File: src/rtl/mcu_rvjtag_tap_mc.sv
// mcu_rvjtag_tap_mc: clk-oversampled JTAG TAP with IDCODE, BYPASS and NCH RISC-V DTMCS/DMI channel pairs
module mcu_rvjtag_tap_mc #(
    parameter int AWIDTH = 7,
    parameter int IRLEN = 5,
    parameter int NCH = 2,
    parameter logic [2:0] IDLE_HINT = 3'd1
) (
    input  logic                  clk,
    input  logic                  rst,
    input  logic                  tck,
    input  logic                  tms,
    input  logic                  tdi,
    output logic                  tdo,
    output logic                  tdoEnable,
    input  logic [31:1]           jtag_id,
    input  logic [3:0]            version,
    output logic [NCH-1:0]        dmi_req_valid,
    input  logic [NCH-1:0]        dmi_req_ready,
    output logic [NCH*AWIDTH-1:0] dmi_req_addr,
    output logic [NCH*32-1:0]     dmi_req_data,
    output logic [NCH*2-1:0]      dmi_req_op,
    input  logic [NCH-1:0]        dmi_rsp_valid,
    input  logic [NCH*32-1:0]     dmi_rsp_data,
    input  logic [NCH*2-1:0]      dmi_rsp_status,
    output logic [NCH-1:0]        dmi_reset,
    output logic [NCH-1:0]        dmi_hard_reset
);
    localparam int SW = AWIDTH + 34;
    typedef enum logic [3:0] {
        TLR, RTI, SEL_DR, CAP_DR, SH_DR, EX1_DR, PA_DR, EX2_DR, UPD_DR,
        SEL_IR, CAP_IR, SH_IR, EX1_IR, PA_IR, EX2_IR, UPD_IR
    } state_t;
    state_t state, state_n;
    logic tck_q, rise, fall, upd, is_id, is_dtm, is_dmi, sel_sticky;
    logic [SW-1:0] sr, sr_n, dr_cap, dr_sh;
    logic [IRLEN-1:0] ir;
    logic [NCH-1:0] pending, sticky, dtm_hit, dmi_hit, go_v, soft_v, hard_v;
    logic [31:0] rdata [NCH];
    logic [1:0] rsp_st [NCH];
    logic [AWIDTH-1:0] sel_addr;
    logic [31:0] sel_rdata, dtmcs_cap;
    logic [1:0] sel_st;
    assign rise = tck & ~tck_q;
    assign fall = ~tck & tck_q;
    assign upd = rise && state == UPD_DR;
    assign is_id = ir == IRLEN'(1);
    assign is_dtm = |dtm_hit;
    assign is_dmi = |dmi_hit;
    assign go_v = {NCH{upd && sr[1:0] != 2'd0}} & dmi_hit;
    assign soft_v = {NCH{upd && (sr[16] || sr[17])}} & dtm_hit;
    assign hard_v = {NCH{upd && sr[17]}} & dtm_hit;
    always_comb begin
        dtm_hit = '0;
        dmi_hit = '0;
        sel_sticky = 1'b0;
        sel_addr = '0;
        sel_rdata = '0;
        sel_st = 2'd0;
        for (int c = 0; c < NCH; c++) begin
            dtm_hit[c] = ir == IRLEN'(16 + 2 * c);
            dmi_hit[c] = ir == IRLEN'(17 + 2 * c);
            if (dtm_hit[c] || dmi_hit[c]) begin
                sel_sticky = sticky[c];
                sel_addr = dmi_req_addr[c*AWIDTH +: AWIDTH];
                sel_rdata = rdata[c];
                sel_st = (sticky[c] || pending[c]) ? 2'd3 : rsp_st[c];
            end
        end
    end
    always_comb begin
        dtmcs_cap = {17'b0, IDLE_HINT, sel_sticky ? 2'd3 : 2'd0, 6'(AWIDTH), version};
        dr_cap = is_dmi ? {sel_addr, sel_rdata, sel_st}
               : is_dtm ? SW'(dtmcs_cap)
               : is_id ? SW'({jtag_id, 1'b1}) : '0;
        // tdi enters at the top of whichever register is selected, so tdo length matches the DR
        dr_sh = is_dmi ? {tdi, sr[SW-1:1]}
              : (is_dtm || is_id) ? SW'({tdi, sr[31:1]}) : SW'(tdi);
        sr_n = !rise ? sr
             : state == CAP_IR ? SW'(2'b01)
             : state == SH_IR ? SW'({tdi, sr[IRLEN-1:1]})
             : state == CAP_DR ? dr_cap
             : state == SH_DR ? dr_sh : sr;
    end
    always_comb begin
        state_n = state;
        if (rise) begin
            case (state)
                TLR:     state_n = tms ? TLR : RTI;
                RTI:     state_n = tms ? SEL_DR : RTI;
                SEL_DR:  state_n = tms ? SEL_IR : CAP_DR;
                CAP_DR:  state_n = tms ? EX1_DR : SH_DR;
                SH_DR:   state_n = tms ? EX1_DR : SH_DR;
                EX1_DR:  state_n = tms ? UPD_DR : PA_DR;
                PA_DR:   state_n = tms ? EX2_DR : PA_DR;
                EX2_DR:  state_n = tms ? UPD_DR : SH_DR;
                UPD_DR:  state_n = tms ? SEL_DR : RTI;
                SEL_IR:  state_n = tms ? TLR : CAP_IR;
                CAP_IR:  state_n = tms ? EX1_IR : SH_IR;
                SH_IR:   state_n = tms ? EX1_IR : SH_IR;
                EX1_IR:  state_n = tms ? UPD_IR : PA_IR;
                PA_IR:   state_n = tms ? EX2_IR : PA_IR;
                EX2_IR:  state_n = tms ? UPD_IR : SH_IR;
                UPD_IR:  state_n = tms ? SEL_DR : RTI;
                default: state_n = TLR;
            endcase
        end
    end
    always_ff @(posedge clk) begin
        if (rst) begin
            state <= TLR;
            tck_q <= 1'b0;
            sr <= '0;
            ir <= IRLEN'(1);
            tdo <= 1'b0;
            tdoEnable <= 1'b0;
            pending <= '0;
            sticky <= '0;
            dmi_req_valid <= '0;
            dmi_req_addr <= '0;
            dmi_req_data <= '0;
            dmi_req_op <= '0;
            dmi_reset <= '0;
            dmi_hard_reset <= '0;
            for (int c = 0; c < NCH; c++) begin
                rdata[c] <= '0;
                rsp_st[c] <= '0;
            end
        end else begin
            tck_q <= tck;
            state <= state_n;
            sr <= sr_n;
            tdoEnable <= state == SH_DR || state == SH_IR;
            if (fall) tdo <= sr[0];
            if (state == TLR) ir <= IRLEN'(1);
            else if (fall && state == UPD_IR) ir <= (sr == '0) ? '1 : sr[IRLEN-1:0];
            dmi_reset <= soft_v;
            dmi_hard_reset <= hard_v;
            for (int c = 0; c < NCH; c++) begin
                if (dmi_req_valid[c] && dmi_req_ready[c]) dmi_req_valid[c] <= 1'b0;
                if (dmi_rsp_valid[c] && pending[c] && !hard_v[c]) begin
                    rdata[c] <= dmi_rsp_data[c*32 +: 32];
                    rsp_st[c] <= dmi_rsp_status[c*2 +: 2];
                    pending[c] <= 1'b0;
                end
                if (go_v[c]) begin
                    if (pending[c] || sticky[c]) sticky[c] <= 1'b1;
                    else begin
                        dmi_req_addr[c*AWIDTH +: AWIDTH] <= sr[SW-1:34];
                        dmi_req_data[c*32 +: 32] <= sr[33:2];
                        dmi_req_op[c*2 +: 2] <= sr[1:0];
                        pending[c] <= 1'b1;
                        dmi_req_valid[c] <= 1'b1;
                    end
                end
                if (soft_v[c]) sticky[c] <= 1'b0;
                if (hard_v[c]) begin
                    pending[c] <= 1'b0;
                    dmi_req_valid[c] <= 1'b0;
                end
            end
        end
    end
endmodule

File: config.mk
export PLATFORM = sky130hd
export DESIGN_NAME = mcu_rvjtag_tap_mc
export DESIGN_NICKNAME = d
export VERILOG_FILES = /design/src/rtl/mcu_rvjtag_tap_mc.sv
export SDC_FILE = /design/constraint.sdc
export NUM_CORES = 1
export LEC_CHECK = 0
export ABC_AREA = 1
export BUFFER_PORTS_ARGS = -buffer_cell sky130_fd_sc_hd__buf_2
export CORE_MARGIN = 2
export CORE_UTILIZATION = 50
export CTS_BUF_LIST = sky130_fd_sc_hd__clkbuf_4 sky130_fd_sc_hd__clkbuf_8 sky130_fd_sc_hd__clkbuf_16
export DETAILED_ROUTE_END_ITERATION = 10
export PLACE_DENSITY_LB_ADDON = 0.15
export REMOVE_ABC_BUFFERS = 1
export SYNTH_ARGS = -nofsm -noshare
export SYNTH_HDL_FRONTEND = slang
export SYNTH_SLANG_ARGS = --single-unit
File: constraint.sdc
create_clock -name clk -period 3.3 [get_ports clk]
set_input_delay 0.495 -clock clk [delete_from_list [all_inputs] [get_ports clk]]
set_output_delay 0.495 -clock clk [all_outputs]
set_load 0.1 [all_outputs]
Yosys cells after proc, flatten, opt, wreduce, memory -nomap -nowiden. Memories as Yosys holds them, arrays and structs flattened. Index checks and enable logic that the tools add are counted.

Magnitude comparators: 0. Eq/ne operators: 20. Bitwise logic cells: 13. Mux-type cells: 58. Shift-type cells: 0. Reduce and logical (&&, ||, !) cells: 39. Add/subtract/negate cells: 0. $mul: 0. Div/mod/pow operators: 0.

Operators by type and width (count): 41-bit two-way mux (6); 32-bit two-way mux (7); 4-bit one-hot mux with 12 select lines (1); 41-bit zero test (1); 4-bit equality test (second input constant) (8); 1-bit two-way mux (25); 5-bit equality test (second input constant) (4); 2-bit two-way mux (10); 2-bit OR reduction (9); 4-bit by 3-bit equality test with 1-bit output (second input constant) (4); 4-bit two-way mux (4); 7-bit two-way mux (2); 1-bit logical AND (11); 2-bit AND reduction (5); 4-bit by 2-bit equality test with 1-bit output (second input constant) (2); 1-bit logical OR (7); 2-bit AND (3); 3-bit two-way mux (2); 5-bit by 1-bit equality test with 1-bit output (second input constant) (1); 5-bit two-way mux (1); 4-bit by 1-bit equality test with 1-bit output (second input constant) (1); 4-bit zero test (1); 1-bit inverter (4); 1-bit OR (4); other kinds (5) (7).

Output and inout port bits: 90. Logic and storage cells: 152. Memories: 2. Memory bits (writable): 68. Latch bits: 0. Input bits: 112. Memory bits (read-only): 0. Bits in registers: 145.

Memory list: rdata (words 2, width 32, read ports 2, clocked after memory_dff 0, wr ports 2, line 38) `logic [31:0] rdata [NCH];`; rsp_st (words 2, width 2, read ports 2, clocked after memory_dff 0, wr ports 2, line 39) `logic [1:0] rsp_st [NCH];`.

Longest topological paths before layout. Gate-level depths: netlist of run 1.

Depth after elaboration: 11. Depth in mapped cells: 11.

Worst setup path after synthesis of run 1. OpenSTA, ideal clock, no wires.

Path kind: in2reg. Start point: in tck. End point: mem rdata[0][0] (enable). Buffers on the path: 0. Arrival time: 1.765 ns. Slack: 1.044 ns. Stages: 7. Data required time: 2.808 ns. Path through: inv_2 nor2_4 inv_2 nor2_4 nand4_2 nand3_1 nand2_1.

RTL lines: start, declared (line 10) `input logic tck,`; end, declared (line 38).

Final worst setup path of run 1.
Start point: reg ir[1]. End point: reg dmi_req_data[24].

Cells in the longest elaborated chain, start to end: 3.

Ends and longest elaborated chain: start, declared (line 36) `logic [IRLEN-1:0] ir;`; start signal, assigned (line 135) `else if (fall && state == UPD_IR) ir <= (sr == '0) ? '1 : sr[IRLEN-1:0];`; 5-bit equality test (line 61) `dmi_hit[c] = ir == IRLEN'(17 + 2 * c);`; 2-bit AND (line 49) `assign go_v = {NCH{upd && sr[1:0] != 2'd0}} & dmi_hit;`; 2-bit AND reduction (no line); end signal, assigned by index (line 149) `dmi_req_data[c*32 +: 32] <= sr[33:2];`; end, declared (line 20) `output logic [NCH*32-1:0] dmi_req_data,`.

No other way between the ends. A chain may end at the register's enable or synchronous reset.

==> results.md, run 1 <==
- WP data arrival: between 2 and 3 ns
- Ys flop type: dfxtp_1
- Fin Setup TNS: 0 ns
- Setup WS post-layout: 0.705 ns
- Worst vdd ir: 0.410 mV
- Combinational Power Share: roughly 3.7%
- Dpl cells: 1649
- Final Util: slightly above 60%
- Setup WS pre-CTS: 0.695 ns
- Leakage: about 4.8 nW
- Via density per instance: 5.27
- Most frequent cells in the layout: 396 x nand2_1, 200 x buf_2, 151 x a21oi_1
- Crit path cell chain: nor2_2 -> nand3_1 -> nor2_4 -> nand2_2 -> clkinv_2 -> nand2_1 -> a21oi_1
- Rows: 50
- Distinct cell type count after synthesis: 32
- Syn-to-layout area delta: 19.4%
- Post-Syn Instances: 1242
- Worst EP required: between 3 and 4 ns
- PortBufs: 201
- Cell family contributing the most delay on the critical path: simple AND/OR/NAND/NOR gates
- Cell-internal power: ~4.3 mW
- Critical path class: reg2reg
- YS warnings: 0
- Number of global-route vias before repair: 8003
- Fin area: about 0.012 mm²
- Area leader, netlist: dfxtp_1
- Drt wl/cell: 15.9 µm
- Cts hold-fix bufs: 0
- Syn Std Cell Area: just under 0.01 mm²
- CP Buf/Inv Count: 1
- Largest cells by area after synthesis: dfxtp_1 30%, edfxtp_1 21%, nand2_1 15%
- Startpoint Class: flop
- Clock power frac: 46.2%
- FILL cells: 1744
- Initial Util: 51.4%
- Fin nets: 1526
- Avg Inst Size Synth: 7.79 µm²
- Synth async-reset ratio: 0%
- Finished Layout Cells: 1691
- Placeable Area: 0.0188 mm²
- H-Tree Depth: 1
- Clk slew on worst S/H paths: 0.06 ns
- Max Cap Viol: 0
- Area after DPL: 0.0108 mm²
- Tmin final: 2.59 ns
- Fmax achieved: 385 MHz
- Hold crit path type: in2reg
- Via Count: 8919
- Synth top area share: 30.0%
- Worst Max-Slew Pin Slew: approximately 0.99 ns
- PwrDens: ~470 mW/mm²
- Placer Congestion: 0.932
- Die Wd: approximately 140 µm
- Initial antenna violation count: 0
- Wirelength, routed: 26800 µm
- Unrepaired setup endpoints after global routing: no
- Clock Tree Root: clkbuf_16
- First-pass GRT wire length: around 42000 µm
- Io pins: 202
- Switch Pwr: 1.18 mW
- Most common cell after layout, fill and taps aside: nand2_1
- Largest net degree at the start of global routing: 92
- Max incr delay on CP: 0.74 ns
- Die area: 0.0205 mm²
- CTS max path bufs: 3
- DP HPWL: 18100 µm
- CP endpoint kind: flop
- Die Y: 143 µm
- Design Power: 5.47 mW
- Sw frac: 21.6%
- First-pass DRT Iterations: 6
- Status: completed
- Worst hold margin: 0.225 ns
- Crit-path max FO: 42
- ANT cells: 0
- Share of cells above drive strength 1: 20.5%
- Total track usage: 25.8%
- Crit share post-route: between 70% and 80%
- Post-CTS Setup Bufs: 0
- CTS tree: built
- Slew HR: 33.8%
- Final Setup Violations: 0
- Residual DRC: 0
- Num CTS Buffers: 23
- Hold Vio Cnt, Final: 0
- CTS resizes: 0
- Initial DRC count: 730
- Clk sink count: 213
- Post-route ant nets: 0
- Post-synthesis sequential area ratio: between 50 and 60%
- Seq pwr share: about 50%
- Total grt overflow: 0
- Critical path's slowest cell: dfxtp_1
- Synthesis-stage register bit count: between 200 and 250
- Clock skew: 0.00882 ns
- Number of enable flip-flop cells after synthesis: 68
- Clk_lat worst skew: 0.52 ns
- Max Slew Vio Count: 0
==> cell families (layout without fill, tap and decap cells) <==
group                  count (synthesis)  after routing  synth area share [%]
AO/OA/AOI/OAI                        276            276                  16.1
buffers and inverters                124            313                  5.56
flip-flops                           213            213                  51.1
AND/OR/NAND/NOR                      629            629                  27.2
==> registers in the layout (all words and copies together) (netlist names) <==
| register | flops |
|---|---|
| dmi_req_data | 64 |
| rdata | 64 |
| sr | 41 |
| dmi_req_addr | 14 |
| ir | 5 |
| dmi_req_op | 4 |
| rsp_st | 4 |
| state | 4 |
| dmi_hard_reset | 2 |
| dmi_req_valid | 2 |
| dmi_reset | 2 |
| pending | 2 |
| sticky | 2 |
| tck_q | 1 |
| tdo | 1 |
| tdoEnable | 1 |
==> cell type report <==
cell class	count	area [µm²]	share of cell area [%]
tap	260	325	2.81
timing repair buffer	218	1150	9.94
clock buffer	30	653	5.65
sequential	213	4940	42.8
clock inverter	12	90.1	0.779
multi-input combinational	905	4200	36.3
inverter	53	201	1.74
==> metal layers <==
layer  GRT usage, %  share of wire (%)  up-vias  wire (µm)
met5              0                  0        -          0
met4           7.24                1.9        0        521
met3           3.79                8.3       44       2220
met2           39.5                 44      373      11800
met1           38.0                 46     4072      12300
li1               -                  -     4430          -
==> worst register-to-register path, delay by kind of cell (launching register included) <==
kind                   cells  cell delay [ns]
flip-flops                 1             0.74
AND/OR/NAND/NOR            5             1.13
AO/OA/AOI/OAI              1             0.08
buffers and inverters      1             0.50
==> synth_stat cells, types with 12 or more instances <==
cell type	instances
a21boi_0	44
a21boi_1	24
a21oi_1	151
buf_2	17
clkbuf_1	41
dfxtp_1	145
edfxtp_1	68
inv_1	45
nand2_1	396
nand3_1	44
nand4_1	12
nor2_1	132
o21ai_0	45
==> power groups by stage <==
| stage | clock network, mW | registers, mW | logic [mW] |
|---|---|---|---|
| 6_report | 2.53 | 2.74 | 0.200 |
| 5_1_grt | 2.67 | 2.74 | 0.217 |
| 4_1_cts | 2.57 | 2.74 | 0.199 |
| 3_5_place_dp | 0 | 2.80 | 0.198 |
| 3_3_place_gp | 0 | 2.80 | 0.200 |
| 2_1_floorplan | 0 | 2.79 | 0.0716 |
==> worst paths after layout <==
kind,startpoint,to,slack [ns],cells past startpoint
worst max-delay path,ir[1],dmi_req_data[24],0.71,7
worst min-delay path,tck,tck_q,0.22,3
worst max register to register,ir[1],dmi_req_data[24],0.71,7
worst min register to register,dmi_req_data[31],dmi_req_data[31],0.46,2
Power figures use the tool's default switching activity.
==> run 2: changes to the inputs <==
==> constraint.sdc (replaced) <==
create_clock -name clk -period 2.27 [get_ports clk]
set_input_delay 0.3405 -clock clk [delete_from_list [all_inputs] [get_ports clk]]
set_output_delay 0.3405 -clock clk [all_outputs]
set_load 0.1 [all_outputs]
==> run 2 against run 1 <==
Effect of this change: clock-buffer cell count grew 4; sequential power grew 45%; clock power grew 52%; fmax grew 25%; die area is the same; worst hold slack lost 0.15 ns; via count grew 0.41%; worst setup slack lost 0.52 ns; first-iteration DRC count grew 11%; sequential cell count is the same; final cell count grew 0.47%; power grew 48%; largest cell class unchanged.
==> results.md, run 2 (synthesis results as in run 1) <==
- CTS tree: built
- Io pins: 202
- Critical path class: reg2reg
- Die Y: 143 µm
- Status: completed
- ANT cells: 0
- Worst R2R Path Depth: 7
- Initial Util: 51.4%
- WHS Endpoint: dmi_reset[0]
- PwrDens: 692 mW/mm²
- Startpoint Class: flop
- Fin nets: ~1500
- Die area: 0.0205 mm²
- Max incr delay on CP: between 0.3 and 0.4 ns
- Clock Tree Root: clkbuf_16
- Worst hold margin: between 0.07 and 0.08 ns
- PortBufs: 201
- Final Setup Violations: 0
- Most common cell after layout, fill and taps aside: nand2_1
- Most frequent cells in the layout: 396 x nand2_1, 200 x buf_2, 151 x a21oi_1
- Clk sink count: about 210
- Total track usage: 26.3%
- Finished Layout Cells: 1699
- Clk slew on worst S/H paths: 0.06 ns
- Critical path origin: ir[2]
- Dpl cells: 1660
- First-pass GRT wire length: about 43000 µm
- Initial DRC count: 807
- Hold crit path type: in2reg
- Rows: 50
- Cts hold-fix bufs: 0
- Placeable Area: approximately 0.019 mm²
- Unrepaired setup endpoints after global routing: no
- Initial antenna violation count: 0
- Design Power: roughly 8.1 mW
- Via density per instance: ~5.3
- Share of cells above drive strength 1: 21.3%
- Die Wd: 143 µm
- Post-route ant nets: 0
- Largest net degree at the start of global routing: 78
- WP data arrival: approximately 2.3 ns
- Max Cap Viol: 0
- Syn-to-layout area delta: 21.1%
- CTS max path bufs: 3
- Drt wl/cell: approximately 16 µm
- Max Slew Vio Count: 0
- Hold depth: 2
- Clk_lat worst skew: 0.50 ns
- Largest regs: dmi_req_data: 64 flops, rdata: 64 flops, sr: 41 flops
- Worst vdd ir: between 0.4 and 0.5 mV
- Hold Vio Cnt, Final: 0
- DP HPWL: 18800 µm
- Slew HR: 46.3%
- H-Tree Depth: 1
- Fmax achieved: 481 MHz
- Tmin final: 2.08 ns
- Via Count: 8956
- CTS resizes: 0
- Crit-path max FO: 68
- Post-CTS Setup Bufs: 0
- CP endpoint kind: flop
- Reg-to-reg endpoint: rdata[0][4]
- Total grt overflow: 0
- First-pass DRT Iterations: 5
- Crit share post-route: about 92%
- Critical path's slowest cell: dfxtp_1
- Leakage: around 4.8 nW
- Flop2flop setup slack: 0.19 ns
- Reg2reg start: ir[2]
- Worst Max-Slew Pin Slew: 0.806 ns
- Clock skew: 0.0106 ns
- Worst EP required: ~2.5 ns
- Wirelength, routed: 27300 µm
- Hold Startpoint: rst
- Residual DRC: 0
- Crit path cell chain: nor2_4 -> nand2_2 -> nor2_2 -> nand4_2 -> nand4_1 -> buf_12 -> a21boi_0
- Placer Congestion: 0.976
- FILL cells: 1698
- Num CTS Buffers: 23
- Final Util: ~62%
- Number of global-route vias before repair: 8300
==> run 2: critical path: cells and delay by family, from the launching register on <==
kind / cells / cell delay [ns]
and+or+nand+nor: 5 / 1.03
buffers and inverters: 1 / 0.26
DFF: 1 / 0.34
AOI/OAI and AO/OA: 1 / 0.16
==> run 2: cell type report <==
cell class	count	area, µm²	area share (%)
clock buffer	34	706	6.02
clock inverter	5	78.8	0.673
inverter	53	201	1.72
multi-input combinational	905	4200	35.8
sequential	213	4940	42.2
tap	260	325	2.78
timing repair buffer	229	1270	10.8
==> run 2: how the worst max path moves through the flow <==
stage,slack [ns],end,cells after the start
after floorplan,-0.93,rdata[0][0],5
after global placement,0.32,rdata[0][27],7
after detailed placement,0.20,rdata[0][4],7
after CTS,0.20,rdata[0][4],7
after global routing,0.01,rdata[0][20],7
final,0.19,rdata[0][4],7
==> run 2: routing by layer <==
layer	GRT usage, %	part of all wire [%]
met2	40.6	44
met3	3.49	7.4
met5	0	0
met1	38.9	46
met4	7.30	2.5
==> run 2: stage by stage <==
step	TNS [ns]	area (µm²)	setup WS [ns]
finish	0	11700	0.190
CTS	0	11700	0.197
global route	0	11700	0.0120
global placement	0	10900	0.319
floorplan	-83.92	9340	-0.927
detailed placement	0	10900	0.201
==> run 2: power by group <==
group,switching (mW),internal (mW)
sequential,0.0174,3.97
combinational,0.171,0.120
clock,1.46,2.38
total,1.65,6.46
==> run 3: changes to the inputs <==
==> constraint.sdc (replaced) <==
create_clock -name clk -period 2.7 [get_ports clk]
set_input_delay 0.405 -clock clk [delete_from_list [all_inputs] [get_ports clk]]
set_output_delay 0.405 -clock clk [all_outputs]
set_load 0.1 [all_outputs]
==> run 3 against run 2 <==
Effect of this change: critical path type unchanged; sequential share of layout area increased by 0.19 points; final cell count fell by 0.41%; clock skew up 0.010 ns; sequential cell count unchanged; first-iteration DRC count is 22% lower; clock power fell by 14%; sequential power is 16% lower; routed wire length down 0.36%; die area unchanged; critical endpoint is now rdata[0][17]; non-clock buffer count down 9; register-to-register slack gained 0.34 ns.
==> results.md, run 3 (synthesis results as in run 1) <==
- Hold crit path type: in2reg
- Worst hold margin: roughly 0.14 ns
- Initial antenna violation count: 0
- Most common cell after layout, fill and taps aside: nand2_1
- Rows: 50
- Met2 usage: 40.2%
- Fin nets: about 1500
- Met1 Usage GRT: 37.9%
- H-Tree Depth: 1
- Placer Congestion: between 0.9 and 1
- Final Util: 62.0%
- Leakage: 4.81 nW
- Max Cap Viol: 0
- Fin Setup TNS: 0 ns
- Share of cells above drive strength 1: between 20% and 30%
- Max Slew Vio Count: 0
- Clk slew on worst S/H paths: 0.06 ns
- Post-CTS Setup Bufs: 0
- Initial DRC count: 632
- PortBufs: 201
- Syn-to-layout area delta: 20.6%
- Status: completed
- Startpoint Class: flop
- Post-route ant nets: 0
- Total track usage: 26.0%
- Io pins: between 200 and 250
- Largest regs: dmi_req_data: 64 flops, rdata: 64 flops, sr: 41 flops
- Unrepaired setup endpoints after global routing: no
- Wirelength, routed: between 20000 and 30000 µm
- Placeable Area: 0.0188 mm²
- Finished Layout Cells: 1692
- Crit-path max FO: 68
- PwrDens: 590 mW/mm²
- Dpl cells: 1651
- Worst EP required: about 2.9 ns
- CTS tree: built
- Via Count: 8859
- Number of global-route vias before repair: between 8000 and 9000
- Most frequent cells in the layout: 396 x nand2_1, 200 x buf_2, 151 x a21oi_1
- Worst vdd ir: 0.392 mV
- CP endpoint kind: flop
- Worst Max-Slew Pin Slew: approximately 0.73 ns
- GR Util met3: 3.96%
- Slew HR: 51.1%
- Final Setup Violations: 0
- Clock Tree Root: clkbuf_16
- Via density per instance: 5.24
- Num CTS Buffers: 23
- Top Usage Layer GRT: met2
- Initial Util: 51.4%
- Clock skew: between 0.02 and 0.025 ns
- Clk_lat worst skew: 0.52 ns
- WP data arrival: 2.40 ns
- Total grt overflow: 0
- Largest net degree at the start of global routing: 137
- Cts hold-fix bufs: 0
- ANT cells: 0
- CTS resizes: 0
- DP HPWL: about 18000 µm
- Critical path class: reg2reg
- Die Wd: 143 µm
- Clk sink count: 213
- CTS max path bufs: 3
- Fmax achieved: around 460 MHz
- Hold Vio Cnt, Final: 0
- Residual DRC: 0
- First-pass GRT wire length: between 40000 and 50000 µm
- Tmin final: 2.17 ns
- First-pass DRT Iterations: 6
- Die Y: 143 µm
- Die area: roughly 0.020 mm²
- Crit share post-route: roughly four fifths
- Drt wl/cell: 16.1 µm
## run 3: power by group
part / internal (mW) / leakage, nW / total, mW / switching (mW)
Combinational: 0.101 / 2.54 / 0.243 / 0.142
Clock: 1.99 / 0.400 / 3.29 / 1.30
Sequential: 3.33 / 1.87 / 3.35 / 0.0136
## run 3: layer usage
| layer | wire length [µm] | share of wire [%] |
|---|---|---|
| met5 | 0 | 0 |
| met4 | 525 | 1.9 |
| met3 | 2010 | 7.4 |
| met2 | 12000 | 44 |
| met1 | 12600 | 46 |
## run 3: worst max-delay path, cell delays in order (launching register included)
cell	delay, ns
dfxtp_1	0.35
nor2_4	0.23
nand2_2	0.25
nor2_2	0.24
nand4_2	0.18
nand4_1	0.17
buf_12	0.26
a21boi_0	0.16
## run 3: cell type report
cell class              count  area [µm²]
fillers                  1715        7160
flip-flops and latches    213        4940
multi-input cells         905        4200
repair buffers            220        1200
clock buffers              31         691
well taps                 260         325
inverters                  53         201
clock inverters            10         110
## run 3: worst paths after layout
path                            cells past startpoint                to  slack, ns        startpoint
worst max register to register                      7      rdata[0][17]       0.53             ir[2]
worst max-delay path                                7      rdata[0][17]       0.53             ir[2]
worst min-delay path                                4  dmi_req_valid[1]       0.14  dmi_req_ready[1]
worst min register to register                      2  dmi_req_data[30]       0.46  dmi_req_data[30]
## run 3: metrics by stage
stage / instance area (µm²) / setup slack, ns / total power [mW]
2_1_floorplan: 9340 / -0.497 / 3.50
3_3_place_gp: 10900 / 0.606 / 3.66
3_5_place_dp: 10900 / 0.530 / 3.66
4_1_cts: 11700 / 0.555 / 6.91
5_1_grt: 11700 / 0.349 / 7.06
6_report: 11700 / 0.526 / 6.88
